--- src/rtl/udl_count_bank.sv ---
// Bank of CHANNELS up/down/load counters sharing one step/limit/mode datapath;
// one channel is addressed per cycle, with sticky bound flags and an event pulse.
module udl_count_bank #(
  parameter int unsigned WIDTH    = 8,
  parameter int unsigned CHANNELS = 4,
  parameter int unsigned STEP_W   = 4,
  parameter int unsigned SEL_W    = $clog2(CHANNELS)
) (
  input  logic                      clk,
  input  logic                      rst,
  input  logic [SEL_W-1:0]          sel,
  input  logic                      up,
  input  logic                      down,
  input  logic                      load,
  input  logic [WIDTH-1:0]          din,
  input  logic [STEP_W-1:0]         step,
  input  logic [WIDTH-1:0]          limit,
  input  logic                      sat,
  input  logic                      clr_flags,
  output logic [CHANNELS*WIDTH-1:0] count_all,
  output logic [WIDTH-1:0]          count_sel,
  output logic [CHANNELS-1:0]       ovf,
  output logic [CHANNELS-1:0]       unf,
  output logic                      evt
);

  logic [WIDTH-1:0]    cnt_q [CHANNELS];
  logic [CHANNELS-1:0] ovf_q, unf_q;
  logic                evt_q;

  logic [WIDTH-1:0]    cur, nxt;
  logic                hit, act, set_ovf, set_unf;
  logic [WIDTH:0]      curw, stepw, limw, lim1, sum;
  logic [CHANNELS-1:0] sel_oh, ovf_set, unf_set;

  always_comb begin
    cur       = '0;
    hit       = 1'b0;
    sel_oh    = '0;
    count_all = '0;
    for (int i = 0; i < CHANNELS; i++) begin
      count_all[i*WIDTH +: WIDTH] = cnt_q[i];
      if (sel == SEL_W'(i)) begin
        cur       = cnt_q[i];
        hit       = 1'b1;
        sel_oh[i] = 1'b1;
      end
    end
    count_sel = cur;

    curw    = {1'b0, cur};
    stepw   = (WIDTH+1)'(step);
    limw    = {1'b0, limit};
    lim1    = limw + (WIDTH+1)'(1);
    sum     = curw + stepw;
    nxt     = cur;
    set_ovf = 1'b0;
    set_unf = 1'b0;

    if (load) begin
      nxt = (din > limit) ? limit : din;
    end else if (up) begin
      if (step != '0) begin
        // A counter left above a lowered limit always takes the overflow path.
        if ((cur > limit) || (sum > limw)) begin
          set_ovf = 1'b1;
          if (sat)                              nxt = limit;
          else if ((cur > limit) || (stepw > lim1)) nxt = '0;
          else                                  nxt = WIDTH'(sum - lim1);
        end else begin
          nxt = WIDTH'(sum);
        end
      end
    end else if (down) begin
      if (step != '0) begin
        if (curw >= stepw) begin
          nxt = WIDTH'(curw - stepw);
        end else begin
          set_unf = 1'b1;
          if (sat)               nxt = '0;
          else if (stepw > lim1) nxt = limit;
          else                   nxt = WIDTH'(curw + lim1 - stepw);
        end
      end
    end

    act     = hit & (load | up | down);
    ovf_set = (hit && set_ovf) ? sel_oh : '0;
    unf_set = (hit && set_unf) ? sel_oh : '0;
  end

  always_ff @(posedge clk) begin
    if (rst) begin
      for (int i = 0; i < CHANNELS; i++) cnt_q[i] <= '0;
      ovf_q <= '0;
      unf_q <= '0;
      evt_q <= 1'b0;
    end else begin
      for (int i = 0; i < CHANNELS; i++) begin
        if (act && sel_oh[i]) cnt_q[i] <= nxt;
      end
      // A flag set on the same edge as clr_flags survives.
      ovf_q <= (clr_flags ? '0 : ovf_q) | ovf_set;
      unf_q <= (clr_flags ? '0 : unf_q) | unf_set;
      evt_q <= (|ovf_set) | (|unf_set);
    end
  end

  assign ovf = ovf_q;
  assign unf = unf_q;
  assign evt = evt_q;

endmodule

--- config.mk ---
export PLATFORM = sky130hd
export DESIGN_NAME = udl_count_bank
export DESIGN_NICKNAME = d
export VERILOG_FILES = /design/src/rtl/udl_count_bank.sv
export SDC_FILE = /design/constraint.sdc
export NUM_CORES = 1
export LEC_CHECK = 0
export BUFFER_PORTS_ARGS = -buffer_cell sky130_fd_sc_hd__buf_2
export CAP_MARGIN = 15
export CORE_MARGIN = 5
export CORE_UTILIZATION = 62
export DETAILED_ROUTE_END_ITERATION = 8
export PLACE_DENSITY = 0.87
export SYNTH_ARGS = -nofsm -noshare
export SYNTH_HDL_FRONTEND = slang
export SYNTH_SLANG_ARGS = --single-unit
--- constraint.sdc ---
create_clock -name clk -period 8.44 [get_ports clk]
set_input_delay 0.422 -clock clk [delete_from_list [all_inputs] [get_ports clk]]
set_output_delay 0.422 -clock clk [all_outputs]
set_load 0.01 [all_outputs]
==> results of run 1 <==
-- path summary, 6_finish.rpt --
check / endpoint
worst max-delay path: cnt_q[1][7]$_SDFFCE_PN0P_
worst min-delay path: ovf[2]$_SDFF_PP0_
worst max register to register: cnt_q[1][7]$_SDFFCE_PN0P_
worst min register to register: ovf[2]$_SDFF_PP0_
-- metal layers --
metal	vias up	track usage
met2	406	0.493
met1	2162	0.431
li1	2100	-
met4	0	0.157
met3	88	0.0789
met5	-	0
-- report_power, final --
part           internal (W)  switching, W  leakage, nW
clock network     0.0000878     0.0000688       0.0552
registers          0.000232    0.00000634        0.413
logic              0.000167      0.000276         1.81
total              0.000486      0.000351         2.27
-- logic make-up (layout without fill, tap and decap cells) --
logic type / after synthesis / after routing / synth area share
buffers and inverters: 62 / 133 / 0.0551
AO/OA/AOI/OAI: 169 / 169 / 0.241
flip-flops: 41 / 41 / 0.253
AND/OR/NAND/NOR: 141 / 141 / 0.153
multiplexers: 17 / 17 / 0.0618
XOR/XNOR: 24 / 24 / 0.0496
adder cells (fa/ha/maj): 63 / 63 / 0.186
-- metrics by stage --
stage / area, µm² / hold slack [ns]
after detailed placement: 4960 / 0.462
after floorplan: 4520 / 0.490
final: 5070 / 0.450
after CTS: 5070 / 0.453
after global placement: 4960 / 0.463
after global routing: 5070 / 0.461
-- cell type report --
class	count	area share
Timing Repair Buffer	78	0.0775
Clock buffer	6	0.0143
Sequential cell	41	0.225
Tap cell	99	0.0244
Multi-Input combinational cell	414	0.617
Inverter	47	0.0348
Clock inverter	2	0.00691
-- sequential cells by signal, summed over array words and instances (netlist names) --
signal,count
cnt_q,32
ovf,4
unf,4
evt,1
-- worst reg2reg max path, stage by stage, from the launching register on --
cell and delay, ns:
edfxtp_1 0.43, mux4_2 0.60, ha_1 0.47, nor2_1 0.08, o21a_1 0.20, o21ai_0 0.56
and2_1 0.27, ha_1 0.25, a211oi_1 0.22, o21ai_0 0.11, o21bai_1 0.21, nand3_1 0.21
o2111a_1 0.29, o21ai_0 0.41, a31oi_1 0.19
-- cells in the final DEF (no fill, tap or decap), types with 8 or more instances in the layout --
cell type	instances
a21o_1	8
a21oi_1	53
a31oi_1	13
buf_2	77
dfxtp_1	9
edfxtp_1	32
ha_1	56
inv_1	47
mux4_2	8
nand2_1	36
nand3_1	18
nor2_1	32
nor2b_1	9
nor3_1	13
o211ai_1	8
o21ai_0	30
o41ai_1	8
or3_1	9
xnor2_1	19
==> results.py, run 1 <==
metrics = {
    "floorplanning": {
        "ios": 78,
        "die_height_um": 95.4,
        "die_area_um2": 9090,
        "start_util": 0.630,
        "die_w_um": 95.4,
        "core.rowCount": 31,
        "core_area_um2": 7180,
    },
    "drt": {
        "wl_mm": 14.8,
        "met2WireLength_mm": 6.45,
        "maxUsedRoutingLayer": "met4",
        "drt_iter0_drc": 705,
        "avgViaCountPerCell": 6.92,
        "first_pass_iters": 6,
        "wirelength_met1_mm": 5.60,
        "ant_nets": 0,
        "drc_errors": 0,
        "avgRoutedWirePerCell_um": 21.6,
        "vias": 4756,
        "wl_met3_mm": 1.88,
    },
    "critical_path": {
        "cp_slowest_stage_delay_ns": 0.63,
        "crit_chain": "buf_2, mux4_2, ha_1, inv_1, fa_1, nor2_1, o21a_1, o21ai_0, and2_1, ha_1, a211oi_1, o21ai_0, o21bai_1, nand3_1, o2111a_1, o21ai_0, a31oi_1",
        "worstRegToRegCells": 14,
        "arrival_ns": 4.84,
        "startpoint_type": "input pin",
        "path_max_fanout": 14,
        "cp_common_cell": "o21ai_0",
        "critPathKind": "input pin to register",
        "cp_num_buf_inv": 2,
        "crit_required_ns": 8.46,
        "end_kind": "register",
        "critical_path.top_delay_family": "compound AO/OA/AOI/OAI gates",
        "worstReg2RegStart": "cnt_q[3][2]$_SDFFCE_PN0P_",
        "crit_path_start": "sel[0]",
        "r2r_setup_slack_ns": 3.66,
        "slowest_stage": "mux4_2",
        "worst-path-stages": 17,
    },
    "min_path": {
        "hold_path_depth": 2,
        "min_from": "rst",
        "worst_hold_path_type": "input pin to register",
    },
    "cts": {
        "cts_tree": "done",
        "cts-root-buf": "clkbuf_8",
        "clk_latency_ns": 0.30,
        "clkTransAtPathRegs_ns": 0.08,
        "cts_resized": 0,
        "cts_buffers": 5,
        "holdBufCountCts": 0,
        "post-cts-setup-buffer-count": 0,
        "htreeDepth": 2,
        "clk_path_buf_depth": 2,
        "cts.sinks": 41,
    },
    "placement": {
        "numPortBuffers": 77,
        "pre_cts_slack_ns": 3.33,
        "gp_congestion": 0.960,
        "dp.cells": 679,
        "dp_hpwl_mm": 11.8,
    },
    "logic_synthesis": {
        "synth_cells": 517,
        "synth-main-ff-cell": "edfxtp_1",
        "yosysSeqAreaShare": 0.253,
        "synth_edf_count": 32,
        "synth.distinct_cells": 58,
        "synth_most_common_cell": "ha_1",
        "synth_top_area_frac": 0.213,
        "synthArstFlopShare": 0,
        "synth_area_leaders": "edfxtp_1, ha_1, a21oi_1, dfxtp_1, mux4_2",
        "synth_warnings": 0,
        "syn-cell-area_um2": 4520,
        "syn_area_per_cell_um2": 8.74,
        "yosysTopAreaCell": "edfxtp_1",
        "synth-seq-cells": 41,
        "syn_nets": 609,
        "synth_common_cells": "ha_1, a21oi_1, inv_1",
    },
    "layout": {
        "drive_gt1_frac": 0.173,
        "antenna_cells": 0,
        "fillers": 580,
        "multiInputGateArea_um2": 3130,
        "final_util": 0.707,
        "area.growth.synth_to_final_pct": 12.2,
        "final_net_count": 679,
        "instances_no_fill": 687,
        "final-seq-area_um2": 1140,
    },
    "sta": {
        "drv_slew": 0,
        "fmax_mhz": 207,
        "timing.setup.tns_ns": 0,
        "hold_violations": 0,
        "period_share": 0.572,
        "fin_crit_ns": 4.83,
        "setup_ws_ns": 3.61,
        "worst_pin_slew_ns": 1.09,
        "rsz0062_at_grt": "no",
        "relSlewSlack": 0.273,
        "report.final.setup_viol": 0,
        "clock-skew-final_ns": 0.00764,
    },
    "status": {
        "status": "finished, final reports clean",
    },
    "global_routing": {
        "grt_pass1_vias": 4327,
        "antenna_found_initial": 0,
        "grt_max_degree": 18,
        "grt_overflow": 0,
        "grt_pass1_wl_mm": 22.4,
        "grt_use_total": 0.324,
    },
    "power_and_ir_drop": {
        "power.total_w": 0.000837,
        "peakVddDrop_uv": 103,
        "p_leak_nw": 2.28,
        "p_per_area_nw_per_um2": 165,
    },
    "flow_run": {
        "cap_viol_max_count": 0,
    },
}
Note: power is estimated with default switching activity, not from simulation.
==> run 2: changes to the inputs <==
--- a/config.mk
+++ b/config.mk
@@ -5,12 +5,13 @@
 export SDC_FILE = /design/constraint.sdc
 export NUM_CORES = 1
 export LEC_CHECK = 0
+export ABC_AREA = 1
 export BUFFER_PORTS_ARGS = -buffer_cell sky130_fd_sc_hd__buf_2
 export CAP_MARGIN = 15
 export CORE_MARGIN = 5
-export CORE_UTILIZATION = 62
+export CORE_UTILIZATION = 58
 export DETAILED_ROUTE_END_ITERATION = 8
-export PLACE_DENSITY = 0.87
+export PLACE_DENSITY = 0.82
 export SYNTH_ARGS = -nofsm -noshare
 export SYNTH_HDL_FRONTEND = slang
 export SYNTH_SLANG_ARGS = --single-unit
==> constraint.sdc (replaced) <==
create_clock -name clk -period 4.7 [get_ports clk]
set_input_delay 0.235 -clock clk [delete_from_list [all_inputs] [get_ports clk]]
set_output_delay 0.235 -clock clk [all_outputs]
set_load 0.01 [all_outputs]
==> run 2 against run 1 <==
Sequential share of layout area shrank 0.90 points. Design area grew 4.1%. Critical path depth grew 11. Register-to-register slack lost 3.0 ns. Synthesized cell count grew 25%. Cell count grew 21%. Wire length grew 3.6%. Flip-flop and latch count is the same. First-iteration DRC count shrank 34%. Total power grew 80%. Area after synthesis grew 3.4%. Count of clock-buffer cells in the layout is the same. Critical endpoint is now cnt_q[0][2]$_SDFFCE_PN0P_. Largest cell class unchanged.
==> results.py, run 2 <==
metrics = {
    "logic_synthesis": {
        "synth_warnings": 0,
        "synth_edf_count": 32,
        "synth-seq-cells": 41,
        "synth_area_leaders": "edfxtp_1, ha_1, nand2_1, a21oi_1, inv_1",
        "synth_cells": 647,
        "synthArstFlopShare": 0,
        "synth_common_cells": "nand2_1, inv_1, a21oi_1",
        "yosysSeqAreaShare": 0.244,
        "synth_top_area_frac": 0.206,
        "syn-cell-area_um2": 4670,
        "yosysTopAreaCell": "edfxtp_1",
        "syn_area_per_cell_um2": 7.22,
        "synth_most_common_cell": "nand2_1",
        "synth-main-ff-cell": "edfxtp_1",
        "syn_nets": 739,
        "synth.distinct_cells": 43,
    },
    "drt": {
        "drc_errors": 0,
        "avgRoutedWirePerCell_um": 18.5,
        "first_pass_iters": 5,
        "wl_mm": 15.4,
        "wirelength_met1_mm": 6.05,
        "avgViaCountPerCell": 6.02,
        "ant_nets": 0,
        "met2WireLength_mm": 7.13,
        "drt_iter0_drc": 463,
        "wl_met3_mm": 1.60,
        "maxUsedRoutingLayer": "met4",
        "vias": 5007,
    },
    "layout": {
        "top_register": "cnt_q",
        "antenna_cells": 0,
        "multiInputGateArea_um2": 3080,
        "largest_reg_flops": 32,
        "final_net_count": 821,
        "drive_gt1_frac": 0.184,
        "final_common_cell": "nand2_1",
        "final_util": 0.676,
        "final-seq-area_um2": 1140,
        "mostFrequentLayoutCells": "nand2_1, inv_1, a21oi_1",
        "area.growth.synth_to_final_pct": 13.0,
        "fillers": 712,
    },
    "cts": {
        "post-cts-setup-buffer-count": 0,
        "clk_latency_ns": 0.29,
        "cts_tree": "done",
        "cts-root-buf": "clkbuf_8",
        "cts_resized": 0,
        "cts_buffers": 5,
        "cts.sinks": 41,
        "clk_path_buf_depth": 2,
        "clkTransAtPathRegs_ns": 0.08,
        "htreeDepth": 2,
        "holdBufCountCts": 0,
    },
    "floorplanning": {
        "core.rowCount": 32,
        "die_w_um": 99.8,
        "core_area_um2": 7810,
        "die_area_um2": 9950,
        "start_util": 0.599,
        "ios": 78,
        "die_height_um": 99.8,
    },
    "critical_path": {
        "worstRegToRegCells": 21,
        "arrival_ns": 4.27,
        "crit_required_ns": 4.82,
        "critPathKind": "input pin to register",
        "end_kind": "register",
        "r2r_setup_slack_ns": 0.68,
        "worstReg2RegStart": "cnt_q[0][2]$_SDFFCE_PN0P_",
        "path_max_fanout": 9,
        "startpoint_type": "input pin",
        "r2r-end": "cnt_q[0][2]$_SDFFCE_PN0P_",
    },
    "sta": {
        "period_share": 0.883,
        "timing.setup.tns_ns": 0,
        "hold_violations": 0,
        "drv_slew": 0,
        "clock-skew-final_ns": 0.00753,
        "fmax_mhz": 241,
        "worst_pin_slew_ns": 0.748,
        "rsz0062_at_grt": "no",
        "report.final.setup_viol": 0,
        "relSlewSlack": 0.497,
        "fin_crit_ns": 4.15,
    },
    "placement": {
        "gp_congestion": 1.00,
        "numPortBuffers": 77,
        "dp_hpwl_mm": 12.7,
    },
    "global_routing": {
        "antenna_found_initial": 0,
        "grt_pass1_wl_mm": 24.4,
        "grt_max_degree": 16,
        "grt_pass1_vias": 4790,
        "grt_overflow": 0,
        "grt_use_total": 0.312,
    },
    "min_path": {
        "worst_hold_path_type": "input pin to register",
        "min_from": "rst",
        "whs_endpoint": "ovf[1]$_SDFF_PP0_",
        "hold_path_depth": 2,
    },
    "power_and_ir_drop": {
        "peakVddDrop_uv": 149,
        "p_per_area_nw_per_um2": 285,
        "p_sw_w": 0.000655,
        "p_leak_nw": 2.69,
        "clock_power_share": 0.185,
        "p_comb_frac": 0.528,
        "p_int_w": 0.000852,
        "swShare": 0.435,
        "pwr-share-seq": 0.286,
    },
    "flow_run": {
        "cap_viol_max_count": 0,
    },
    "status": {
        "status": "finished, final reports clean",
    },
}
[run 2: cell count changes in the layout (fill, tap and decap cells not counted), moves of 10 or more]
cell     change
a21oi_1     +29
nand3_1     +18
inv_1       +49
o21ai_0     +15
nand2_1    +106
xnor2_1     -14
nor3_1      -10
[run 2: logic make-up after synthesis]
kind of cell    after synthesis  share of synthesized area
simple gates                262                      0.274
flops                        41                      0.244
compound gates              152                      0.176
xor+xnor                     16                     0.0300
buf+inv                     113                     0.0958
fa+ha+maj                    63                      0.180
[run 2: how the worst max path moves through the flow]
stage	start	endpoint	slack, ns
2_1_floorplan	sel[0]	cnt_q[0][7]$_SDFFCE_PN0P_	0.63
3_3_place_gp	sel[1]	cnt_q[0][7]$_SDFFCE_PN0P_	0.47
3_5_place_dp	sel[1]	cnt_q[0][2]$_SDFFCE_PN0P_	0.33
4_1_cts	sel[1]	cnt_q[0][2]$_SDFFCE_PN0P_	0.60
5_1_grt	sel[1]	cnt_q[1][5]$_SDFFCE_PN0P_	0.14
6_report	sel[1]	cnt_q[0][2]$_SDFFCE_PN0P_	0.55
[run 2: cell type report]
type / instances / area share
well taps: 102 / 0.0242
clock inverters: 2 / 0.00640
inverters: 106 / 0.0754
multi-input cells: 493 / 0.584
clock buffers: 6 / 0.0137
repair buffers: 82 / 0.0801
flip-flops and latches: 41 / 0.216
[run 2: critical path, cell delays in order]
cell,delay (ns)
buf_2,0.23
inv_2,0.10
nor2_2,0.25
inv_1,0.11
o22ai_1,0.13
nor2_1,0.05
a21oi_1,0.18
inv_1,0.08
ha_1,0.20
inv_1,0.07
fa_1,0.20
nor2_1,0.05
o21ai_0,0.14
nand2_1,0.11
xnor2_1,0.16
inv_1,0.11
ha_1,0.32
a21oi_1,0.15
o21ai_0,0.08
o21ai_0,0.14
a21boi_0,0.10
o21ai_0,0.29
nand2_4,0.13
inv_2,0.15
nand2_1,0.07
nand3_1,0.10
nand2_1,0.12
a21oi_1,0.20
[run 2: layer usage]
metal  vias to the layer above  global-route usage
met2                       302               0.508
met5                         -                   0
li1                       2333                   -
met1                      2318               0.405
met4                         0               0.120
met3                        54              0.0638
[run 2: through the flow]
step | hold WS, ns | instance area (µm²) | power, W | cells | setup WS [ns]
6_report | 0.268 | 5280 | 0.00151 | 832 | 0.548
5_1_grt | 0.290 | 5280 | 0.00162 | 832 | 0.136
4_1_cts | 0.262 | 5280 | 0.00149 | 832 | 0.597
3_5_place_dp | 0.455 | 5170 | 0.00122 | 824 | 0.327
3_3_place_gp | 0.449 | 5170 | 0.00119 | 824 | 0.467
2_1_floorplan | 0.482 | 4670 | 0.000993 | 647 | 0.634
[run 2: power by group through the flow]
stage / sequential, W / clock [W] / combinational, W
after floorplan: 0.000445 / 0 / 0.000548
after global placement: 0.000438 / 0 / 0.000756
after detailed placement: 0.000438 / 0 / 0.000777
after CTS: 0.000430 / 0.000277 / 0.000782
after global routing: 0.000432 / 0.000294 / 0.000890
final: 0.000431 / 0.000279 / 0.000796
